**src/rtl/mem_bist_march_ctrl.sv**
```systemverilog
// mem_bist_march_ctrl
//   March C- BIST controller driving NUM_MEM memory macros in lockstep:
//   w0 up; r0w1 up; r1w0 down; r0 down. Read data is compared RD_LAT cycles
//   after each read, and the controller reports sticky per-memory fail flags
//   plus the address and march element of the first mismatch.
//
// Ports
//   bist_clk, bist_reset      clock, synchronous active-high reset
//   bist_on                   level start / abort request
//   bist_en[NUM_MEM]          per-memory access enable (all identical)
//   bist_we                   1=write, 0=read (shared)
//   bist_addr                 packed per-memory address, mem i at [i*ADDR_W +: ADDR_W]
//   bist_wr_data              packed write data, mem i at [i*DATA_W +: DATA_W]
//   bist_rd_data              packed read data, valid RD_LAT cycles after the read
//   bist_busy, bist_done      sequence status
//   bist_fail[NUM_MEM]        sticky per-memory mismatch flags
//   bist_fail_addr/phase      address and march element (1..3) of first mismatch
module mem_bist_march_ctrl #(
  parameter int NUM_MEM = 3,
  parameter int ADDR_W  = 4,
  parameter int DEPTH   = 16,
  parameter int DATA_W  = 73,
  parameter int RD_LAT  = 1
) (
  input  logic                      bist_clk,
  input  logic                      bist_reset,
  input  logic                      bist_on,
  output logic [NUM_MEM-1:0]        bist_en,
  output logic                      bist_we,
  output logic [NUM_MEM*ADDR_W-1:0] bist_addr,
  output logic [NUM_MEM*DATA_W-1:0] bist_wr_data,
  input  logic [NUM_MEM*DATA_W-1:0] bist_rd_data,
  output logic                      bist_busy,
  output logic                      bist_done,
  output logic [NUM_MEM-1:0]        bist_fail,
  output logic [ADDR_W-1:0]         bist_fail_addr,
  output logic [1:0]                bist_fail_phase
);

  localparam int CNT_W = (RD_LAT > 1) ? $clog2(RD_LAT) : 1;
  localparam logic [ADDR_W-1:0] LAST_ADDR = ADDR_W'(DEPTH - 1);
  localparam logic [CNT_W-1:0]  CNT_LAST  = CNT_W'(RD_LAT - 1);

  typedef enum logic [3:0] {
    IDLE, M0_W, M1_R, M1_W, M2_R, M2_W, M3_R, DRAIN, DONE
  } state_t;

  state_t            state;
  state_t            nxt_state;
  logic [ADDR_W-1:0] addr_q;
  logic [ADDR_W-1:0] nxt_addr;
  logic [CNT_W-1:0]  drain_cnt;
  logic [CNT_W-1:0]  nxt_cnt;
  logic              abort;
  logic              nxt_op;
  logic [1:0]        op_phase;

  // Compare pipeline: entry k holds a read issued k+1 cycles ago.
  logic              cmp_vld_p   [RD_LAT];
  logic [ADDR_W-1:0] cmp_addr_p  [RD_LAT];
  logic [1:0]        cmp_phase_p [RD_LAT];
  logic [NUM_MEM-1:0] mism;

  // Only the M2 read element expects all-ones.
  function automatic logic expect_ones(input logic [1:0] phase);
    return phase == 2'd2;
  endfunction

  function automatic logic [1:0] phase_of(input state_t st);
    case (st)
      M1_R:    return 2'd1;
      M2_R:    return 2'd2;
      M3_R:    return 2'd3;
      default: return 2'd0;
    endcase
  endfunction

  // Next-state / address sequencing of the march elements.
  always_comb begin
    nxt_state = state;
    nxt_addr  = addr_q;
    nxt_cnt   = drain_cnt;
    abort     = 1'b0;
    case (state)
      IDLE: if (bist_on) begin
        nxt_state = M0_W;
        nxt_addr  = '0;
      end
      M0_W: if (addr_q == LAST_ADDR) begin
        nxt_state = M1_R;
        nxt_addr  = '0;
      end else begin
        nxt_addr = addr_q + 1'b1;
      end
      M1_R: nxt_state = M1_W;
      M1_W: if (addr_q == LAST_ADDR) begin
        nxt_state = M2_R;
      end else begin
        nxt_state = M1_R;
        nxt_addr  = addr_q + 1'b1;
      end
      M2_R: nxt_state = M2_W;
      M2_W: if (addr_q == '0) begin
        nxt_state = M3_R;
        nxt_addr  = LAST_ADDR;
      end else begin
        nxt_state = M2_R;
        nxt_addr  = addr_q - 1'b1;
      end
      M3_R: if (addr_q == '0) begin
        nxt_state = DRAIN;
        nxt_cnt   = '0;
      end else begin
        nxt_addr = addr_q - 1'b1;
      end
      DRAIN: if (drain_cnt == CNT_LAST) begin
        nxt_state = DONE;
      end else begin
        nxt_cnt = drain_cnt + 1'b1;
      end
      DONE: if (!bist_on) nxt_state = IDLE;
      default: nxt_state = IDLE;
    endcase
    // Dropping bist_on anywhere in the run abandons it immediately.
    if (!bist_on && state != IDLE && state != DONE) begin
      abort     = 1'b1;
      nxt_state = IDLE;
    end
  end

  assign nxt_op = (nxt_state == M0_W) || (nxt_state == M1_R) || (nxt_state == M1_W) ||
                  (nxt_state == M2_R) || (nxt_state == M2_W) || (nxt_state == M3_R);

  always_comb begin
    mism = '0;
    for (int i = 0; i < NUM_MEM; i++) begin
      mism[i] = cmp_vld_p[RD_LAT-1] &&
                (bist_rd_data[i*DATA_W +: DATA_W] != {DATA_W{expect_ones(cmp_phase_p[RD_LAT-1])}});
    end
  end

  // Stage p0: FSM, registered memory-port outputs, compare valid chain and result flags.
  always_ff @(posedge bist_clk) begin
    if (bist_reset) begin
      state           <= IDLE;
      addr_q          <= '0;
      drain_cnt       <= '0;
      op_phase        <= 2'd0;
      bist_en         <= '0;
      bist_we         <= 1'b0;
      bist_addr       <= '0;
      bist_wr_data    <= '0;
      bist_busy       <= 1'b0;
      bist_done       <= 1'b0;
      bist_fail       <= '0;
      bist_fail_addr  <= '0;
      bist_fail_phase <= 2'd0;
      for (int k = 0; k < RD_LAT; k++) cmp_vld_p[k] <= 1'b0;
    end else begin
      state        <= nxt_state;
      addr_q       <= nxt_addr;
      drain_cnt    <= nxt_cnt;
      op_phase     <= phase_of(nxt_state);
      bist_en      <= {NUM_MEM{nxt_op}};
      bist_we      <= (nxt_state == M0_W) || (nxt_state == M1_W) || (nxt_state == M2_W);
      bist_addr    <= nxt_op ? {NUM_MEM{nxt_addr}} : '0;
      bist_wr_data <= {(NUM_MEM*DATA_W){nxt_state == M1_W}};
      bist_busy    <= nxt_op || (nxt_state == DRAIN);
      bist_done    <= (nxt_state == DONE);

      cmp_vld_p[0] <= bist_en[0] && !bist_we && !abort;
      for (int k = 1; k < RD_LAT; k++) cmp_vld_p[k] <= cmp_vld_p[k-1] && !abort;

      if (!abort && (mism != '0)) begin
        bist_fail <= bist_fail | mism;
        if (bist_fail == '0) begin
          bist_fail_addr  <= cmp_addr_p[RD_LAT-1];
          bist_fail_phase <= cmp_phase_p[RD_LAT-1];
        end
      end

      if (state == IDLE && bist_on) begin
        bist_fail       <= '0;
        bist_fail_addr  <= '0;
        bist_fail_phase <= 2'd0;
      end
    end
  end

  // Stage p1..pN: address/phase of outstanding reads, qualified by cmp_vld_p.
  always_ff @(posedge bist_clk) begin
    cmp_addr_p[0]  <= bist_addr[ADDR_W-1:0];
    cmp_phase_p[0] <= op_phase;
    for (int k = 1; k < RD_LAT; k++) begin
      cmp_addr_p[k]  <= cmp_addr_p[k-1];
      cmp_phase_p[k] <= cmp_phase_p[k-1];
    end
  end

endmodule

```
**config.mk**
```make
export PLATFORM = sky130hd
export DESIGN_NAME = mem_bist_march_ctrl
export DESIGN_NICKNAME = d
export VERILOG_FILES = /design/src/rtl/mem_bist_march_ctrl.sv
export SDC_FILE = /design/constraint.sdc
export NUM_CORES = 1
export LEC_CHECK = 0
export ABC_AREA = 1
export BUFFER_PORTS_ARGS = -buffer_cell sky130_fd_sc_hd__buf_2
export CAP_MARGIN = 10
export CORE_AREA = 8 8 174 176
export CTS_CLUSTER_DIAMETER = 40
export DETAILED_ROUTE_END_ITERATION = 8
export DIE_AREA = 0 0 182 184
export HOLD_SLACK_MARGIN = 0.06
export PLACE_DENSITY = 0.55
export SKIP_LAST_GASP = 1
export SLEW_MARGIN = 10
export SYNTH_ARGS = -nofsm -noshare
export SYNTH_HDL_FRONTEND = slang
export SYNTH_SLANG_ARGS = --single-unit
```
**constraint.sdc**
```tcl
create_clock -name bist_clk -period 7.69 [get_ports bist_clk]
set_clock_uncertainty 0.2 [all_clocks]
set_input_delay 1.538 -clock bist_clk [delete_from_list [all_inputs] [get_ports bist_clk]]
set_output_delay 1.538 -clock bist_clk [all_outputs]
set_load 0.005 [all_outputs]
```
==> flow_summary.yaml, run 1 <==
status:
  status: "completed"
timing:
  slew_headroom_pct: 68.3
  hold_viol: 0
  drv_slew: 0
  timing.setup.tns_ps: 0
  fin_crit_ps: 3210
  finalSetupViolations: 0
  min_period_over_period_pct: 41.7
  fmax_ghz: 0.312
  worst_pin_slew_ps: 476
  rsz0062_at_grt: "no"
logic_synthesis:
  synth_most_common_cell: "buf_4"
  synth_top_area_share_pct: 34.0
  synth_cells: 865
  synth_cell_types: 34
  async_flop_share_pct: 0
  synth.largest_area_cell: "buf_4"
  synth-warning-count: 0
  synth_nets: 1091
  synth_edf_count: 0
  syn_area_per_cell_sq_um: 5.81
  syn_area_sq_um: 5030
  synth-main-ff-cell: "dfxtp_1"
  ys_ff_latch: 35
  synth_area_leaders: "buf_4 (34%), nand2_1 (16%), nor2_1 (15%), dfxtp_1 (14%), nand3_1 (3.8%)"
  synth.top_cells.by_count: "buf_4 (228), nand2_1 (208), nor2_1 (197)"
  seq_area_frac_synth_pct: 13.9
layout:
  drive_gt1_share_pct: 44.9
  n_fill_cell: 3211
  fin_nets: 1333
  syn_to_final_growth_pct: 24.3
  fin_area_sq_um: 6250
clock_tree:
  numCtsBuffers: 5
  cts-root-buf: "clkbuf_16"
  cts.path.max_buffers: 2
  cts_tree: "done"
  postCtsHoldBufs: 0
  clk_latency_ps: 270
  cts_setup_buffers: 0
  clk_pin_slew_ps: 50
  cts_resized: 0
  h-tree-depth: 2
  cts_sinks: 35
setup_path:
  slowest_stage: "or2_2"
  critPathRequiredTime_ps: 7650
  max_stage_delay_ps: 290
  cp_common_cell: "nand2_1"
  start_kind: "input pin"
  crit_fanout: 12
  critPathKind: "in -> reg"
  rr_worst_depth: 11
  critPathCaptureType: "register"
  critPathArrivalTime_ps: 3170
  path_cells: "buf_2 -> or2_2 -> nor2_1 -> nand2_1 -> nand2_1 -> nand2_1 -> nor2_1 -> nand3_1 -> nand2_1 -> nand3_2 -> a21oi_1 -> nor2_1"
grt:
  gr-total-overflow: 0
  grt_start_max_net_pins: 212
  grtUsageTotal_pct: 10.0
  antenna_found_initial: 0
  grt_pass1_vias: 5197
  grt_pass1_wl_mm: 27.7
floorplanning:
  die_h_microns: 184
  core_sq_um: 27500
  rows: 61
  die_w_microns: 182
  die-area_sq_um: 33500
  start_util_pct: 18.3
  io_pins: 468
place:
  place.gp.congestion: 0.896
  placed_area_sq_um: 6040
  dp_hpwl_mm: 17.1
  portBuffers: 467
detailed_routing:
  routed_wl_mm: 19.3
  vias: 5517
  route.detailed.drc: 0
  wl_per_cell_microns: 13.3
  antenna_left: 0
  vias_per_cell: 3.79
  dr.pass1.iters: 4
  drtIter0Drc: 209
hold_path:
  whs_path_depth: 0
  hp-class: "reg -> reg"
power_and_ir_drop:
  power.density_nw_per_um2: 92.5
  ir_worst_vdd_mv: 0.0859
  p_leak_uw: 0.00383
run:
  drv_cap: 0
## cell families (layout without fill, tap and decap cells)
family | Yosys count | count (layout) | synth area share, %
adder cells (fa/ha/maj) | 4 | 4 | 0.995
AND/OR/NAND/NOR | 502 | 502 | 41.8
flip-flops | 35 | 35 | 13.9
other | 0 | 1 | 0
AO/OA/AOI/OAI | 36 | 36 | 3.98
buffers and inverters | 288 | 531 | 39.3
## metrics by stage
| step | hold slack, ps | setup WS [ps] | util (%) | total power [uW] | cells |
|---|---|---|---|---|---|
| CTS | 128 | 3980 | 22.6 | 586 | 1453 |
| global route | 139 | 4220 | 22.7 | 614 | 1454 |
| finish | 125 | 4480 | 22.7 | 578 | 1455 |
| global placement | 113 | 4150 | 22.0 | 348 | 1445 |
| detailed placement | 113 | 4110 | 22.0 | 351 | 1445 |
| floorplan | 110 | 1640 | - | 263 | 865 |
## sequential cells by signal, summed over array words and instances, names as in the netlist
| signal | cells |
|---|---|
| bist_fail_addr | 4 |
| cmp_phase_p | 2 |
| cmp_addr_p | 4 |
| bist_busy | 1 |
| bist_we | 1 |
| bist_en | 1 |
| bist_done | 1 |
| state | 4 |
| op_phase | 2 |
| bist_wr_data | 1 |
| bist_fail | 3 |
| cmp_vld_p | 1 |
| addr_q | 4 |
| bist_addr | 4 |
| bist_fail_phase | 2 |
## worst paths after layout
check / start / slack, ps / endpoint
max: bist_rd_data[154] / 4480 / bist_fail_phase[1]
min: op_phase[0] / 130 / cmp_phase_p[0][0]
max reg2reg: cmp_phase_p[0][1] / 5130 / bist_fail_phase[1]
min reg2reg: op_phase[0] / 130 / cmp_phase_p[0][0]
## layout by cell type (no fill, tap or decap), types with 3 or more instances in the layout
cell       netlist  final
buf_2            0    467
nand2_1        208    208
nor2_1         197    197
inv_1           49     49
nand3_1         38     38
dfxtp_1         35     34
nor3_1          19     19
a21oi_1         18     18
nand4_1          9      9
o21ai_0          7      7
nand3b_1         7      7
and2_1           5      5
nand3_2          5      5
clkbuf_16        0      5
and2_0           4      4
ha_1             4      4
inv_2            3      3
o22ai_1          3      3
## final cells by class
class                           instances  area, sq um  area share [%]
Clock inverter                          2         35.0           0.561
Inverter                               53          201            3.22
Clock buffer                            6          139            2.22
Multi-Input combinational cell        542         2350            37.6
Tap cell                              346          433            6.93
Sequential cell                        35          704            11.3
Antenna cell                            1         2.50          0.0400
Timing Repair Buffer                  470         2380            38.1
## worst max-delay path: cells and delay by family
family                 cells  cell delay [ps]
AO/OA/AOI/OAI              1              230
AND/OR/NAND/NOR           10             1280
buffers and inverters      1              120
## routing by layer
metal  share of wire [%]  GRT usage, %  vias up
met2                  52          18.9      232
met1                  38          11.0     2324
li1                    -             -     2945
met4                 1.3          1.90        0
met3                 8.4          2.94       16
met5                   0             0        -
## power breakdown
| part | switching [uW] | internal [uW] | total (uW) |
|---|---|---|---|
| Sequential | 4.36 | 188 | 192 |
| Combinational | 80.9 | 73.0 | 154 |
| Clock | 70.7 | 161 | 232 |
| Total | 156 | 422 | 578 |
(Power assumes the default switching activity.)
==> run 2, diff against run 1 <==
ABC_AREA = 0   (was 1)
CORE_AREA = 8 8 175 177   (was 8 8 174 176)
DIE_AREA = 0 0 183 185   (was 0 0 182 184)
PLACE_DENSITY = 0.54   (was 0.55)
clock period = 2.6 ns   (was 7.69 ns; I/O delays follow)
==> flow_summary.yaml, run 2 <==
detailed_routing:
  antenna_left: 0
  vias_per_cell: 3.96
  wl_per_cell_microns: 16.2
  drtIter0Drc: 184
  route.detailed.drc: 0
  vias: 4859
  routed_wl_mm: 19.9
  dr.pass1.iters: 4
setup_path:
  path_cells: "inv_1 -> ha_2 -> nor4bb_2 -> o21ai_1 -> a21o_1 -> a21o_1 -> a211o_1 -> a21o_4 -> nor2_2"
  critPathKind: "reg -> reg"
  start_kind: "register"
  critPathCaptureType: "register"
  cp_common_cell: "a21o_1"
  max_stage_delay_ps: 360
  rr_worst_depth: 9
  r2r_end: "bist_addr[9]"
  critPathRequiredTime_ps: 2610
  crit_fanout: 5
  r2r_setup_slack_ps: 170
  slowest_stage: "nor4bb_2"
  r2r_start: "addr_q[0]"
  critPathArrivalTime_ps: 2430
layout:
  final_common_cell: "buf_2"
  stdcell_count: 1227
  final_cell_mix: "buf_2 (467), nand4_1 (58), nor4_1 (57)"
  syn_to_final_growth_pct: 33.6
  fin_area_sq_um: 5930
  n_fill_cell: 3190
  fin_nets: 1067
  multi_input_area_sq_um: 2000
  drive_gt1_share_pct: 63.4
  seqCellArea_sq_um: 704
hold_path:
  hold_path_end: "cmp_phase_p[0][1]"
  whs_path_depth: 0
  hp-class: "reg -> reg"
  hold_start: "op_phase[1]"
logic_synthesis:
  synth-warning-count: 0
  syn_area_per_cell_sq_um: 7.60
  synth_cell_types: 55
  synth_mux_area_share_pct: 1.78
  syn_area_sq_um: 4440
  ys_ff_latch: 35
  synth_cells: 584
  synth_most_common_cell: "buf_4"
  synth.top_cells.by_count: "buf_4 (228), nor4_1 (60), nand4_1 (58)"
  synth_nets: 810
  synthAdderAreaFrac_pct: 1.13
  async_flop_share_pct: 0
  synth_top_family_by_area: "buffers and inverters"
  synth_area_leaders: "buf_4 (39%), dfxtp_1 (16%), nor4_1 (8.5%), nand4_1 (8.2%), nand3_1 (2.8%)"
  synth-main-ff-cell: "dfxtp_1"
  synth.largest_area_cell: "buf_4"
  synth_edf_count: 0
  synth_top_area_share_pct: 38.6
  synth_compound_area_share_pct: 9.08
  synth-xor-area-share_pct: 0.395
  seq_area_frac_synth_pct: 15.8
  synthSimpleGateAreaFrac_pct: 31.0
floorplanning:
  core_sq_um: 28100
  die_h_microns: 185
  rows: 62
  die-area_sq_um: 33900
  start_util_pct: 15.8
  io_pins: 468
  die_w_microns: 183
power_and_ir_drop:
  power.density_nw_per_um2: 272
  seqPwrFrac_pct: 34.7
  ir_worst_vdd_mv: 0.308
  p_leak_uw: 0.00319
  power.switching_uw: 406
  p_sw_share_pct: 25.2
  p_int_uw: 1200
  p_total_uw: 1610
  clockPowerShare_pct: 42.8
  combPwrFrac_pct: 22.5
clock_tree:
  h-tree-depth: 2
  cts_sinks: 35
  postCtsHoldBufs: 0
  clk_latency_ps: 270
  cts.path.max_buffers: 2
  cts_tree: "done"
  cts-root-buf: "clkbuf_16"
  clk_pin_slew_ps: 50
  numCtsBuffers: 5
  cts_setup_buffers: 0
grt:
  grt_pass1_wl_mm: 27.8
  grtUsageTotal_pct: 10.3
  gr-total-overflow: 0
  grt_start_max_net_pins: 220
  antenna_found_initial: 2
  grt_pass1_vias: 4554
timing:
  hold_viol: 0
  whs_ps: 125
  fin_crit_ps: 2430
  min_period_over_period_pct: 93.3
  worst_pin_slew_ps: 698
  drv_slew: 0
  slew_headroom_pct: 53.3
  fmax_ghz: 0.412
  finalSetupViolations: 0
  timing.setup.tns_ps: 0
place:
  place.gp.congestion: 0.981
  portBuffers: 467
  dp_hpwl_mm: 17.9
  placed_area_sq_um: 5680
  dp_cells: 1218
status:
  status: "completed"
run:
  drv_cap: 0
-- run 2: changes by cell type in the layout (fill, tap and decap cells not counted), moves of 7 or more --
| cell | delta |
|---|---|
| nand2_1 | -189 |
| nor2_1 | -172 |
| nor4_1 | +55 |
| nand4_1 | +49 |
| inv_1 | -39 |
| buf_4 | +20 |
| nand3_1 | -13 |
| a21oi_1 | -10 |
| mux2_2 | +7 |
| nand3b_1 | -7 |
-- run 2: cells by family after synthesis --
kind of cell               after synthesis
buffers and inverters                  252
DFF                                     35
adders and majority gates                4
muxes                                    7
AOI/OAI and AO/OA                       49
xor gates and xnor gates                 2
and+or+nand+nor                        235
-- run 2: worst max-delay path by stage --
stage	cells after the start	start	slack (ps)	endpoint
floorplan	7	bist_rd_data[115]	190	bist_fail_addr[2]
global placement	9	bist_rd_data[73]	-450	bist_fail_addr[2]
detailed placement	9	bist_rd_data[73]	-590	bist_fail_phase[0]
CTS	9	cmp_phase_p[0][0]	40	bist_fail_addr[1]
global route	9	addr_q[0]	-5	bist_addr[9]
finish	9	addr_q[0]	170	bist_addr[9]
-- run 2: through the flow --
stage | util (%) | setup slack (ps)
6_report | 21.1 | 174
5_1_grt | 21.1 | -4.83
4_1_cts | 21.0 | 40.6
3_5_place_dp | 20.2 | -594
3_3_place_gp | 20.2 | -449
2_1_floorplan | - | 187
-- run 2: cell type report --
cell class | count | share of cell area, %
flip-flops and latches | 35 | 11.9
clock inverters | 2 | 0.591
repair buffers | 490 | 42.6
multi-input cells | 297 | 33.7
inverters | 12 | 0.760
clock buffers | 6 | 2.34
well taps | 384 | 8.10
diodes | 1 | 0.0422
-- run 2: critical path: cells and delay by family (launching register included) --
kind / cells / cell delay [ps]
compound gates: 5 / 1020
simple gates: 2 / 490
flops: 1 / 340
fa+ha+maj: 1 / 210
buf+inv: 1 / 90
-- run 2: repair_timing --
action	4_1_cts	5_1_grt
gates resized for setup	5	9
endpoints found under the setup margin	8	13
pin swaps	0	0
-- run 2: layer usage --
metal  up-vias  track usage [%]  share of wire [%]
met5         -                0              0.065
met4         2             1.98                1.4
met3        21             2.73                8.6
met2       228             19.3                 52
met1      2164             11.5                 37
li1       2444                -                  -
-- run 2: power groups by stage --
stage | registers [uW] | logic [uW] | clock network (uW)
floorplan | 566 | 99.9 | 0
global placement | 569 | 352 | 0
detailed placement | 570 | 355 | 0
CTS | 558 | 359 | 708
global route | 560 | 400 | 737
finish | 558 | 362 | 690
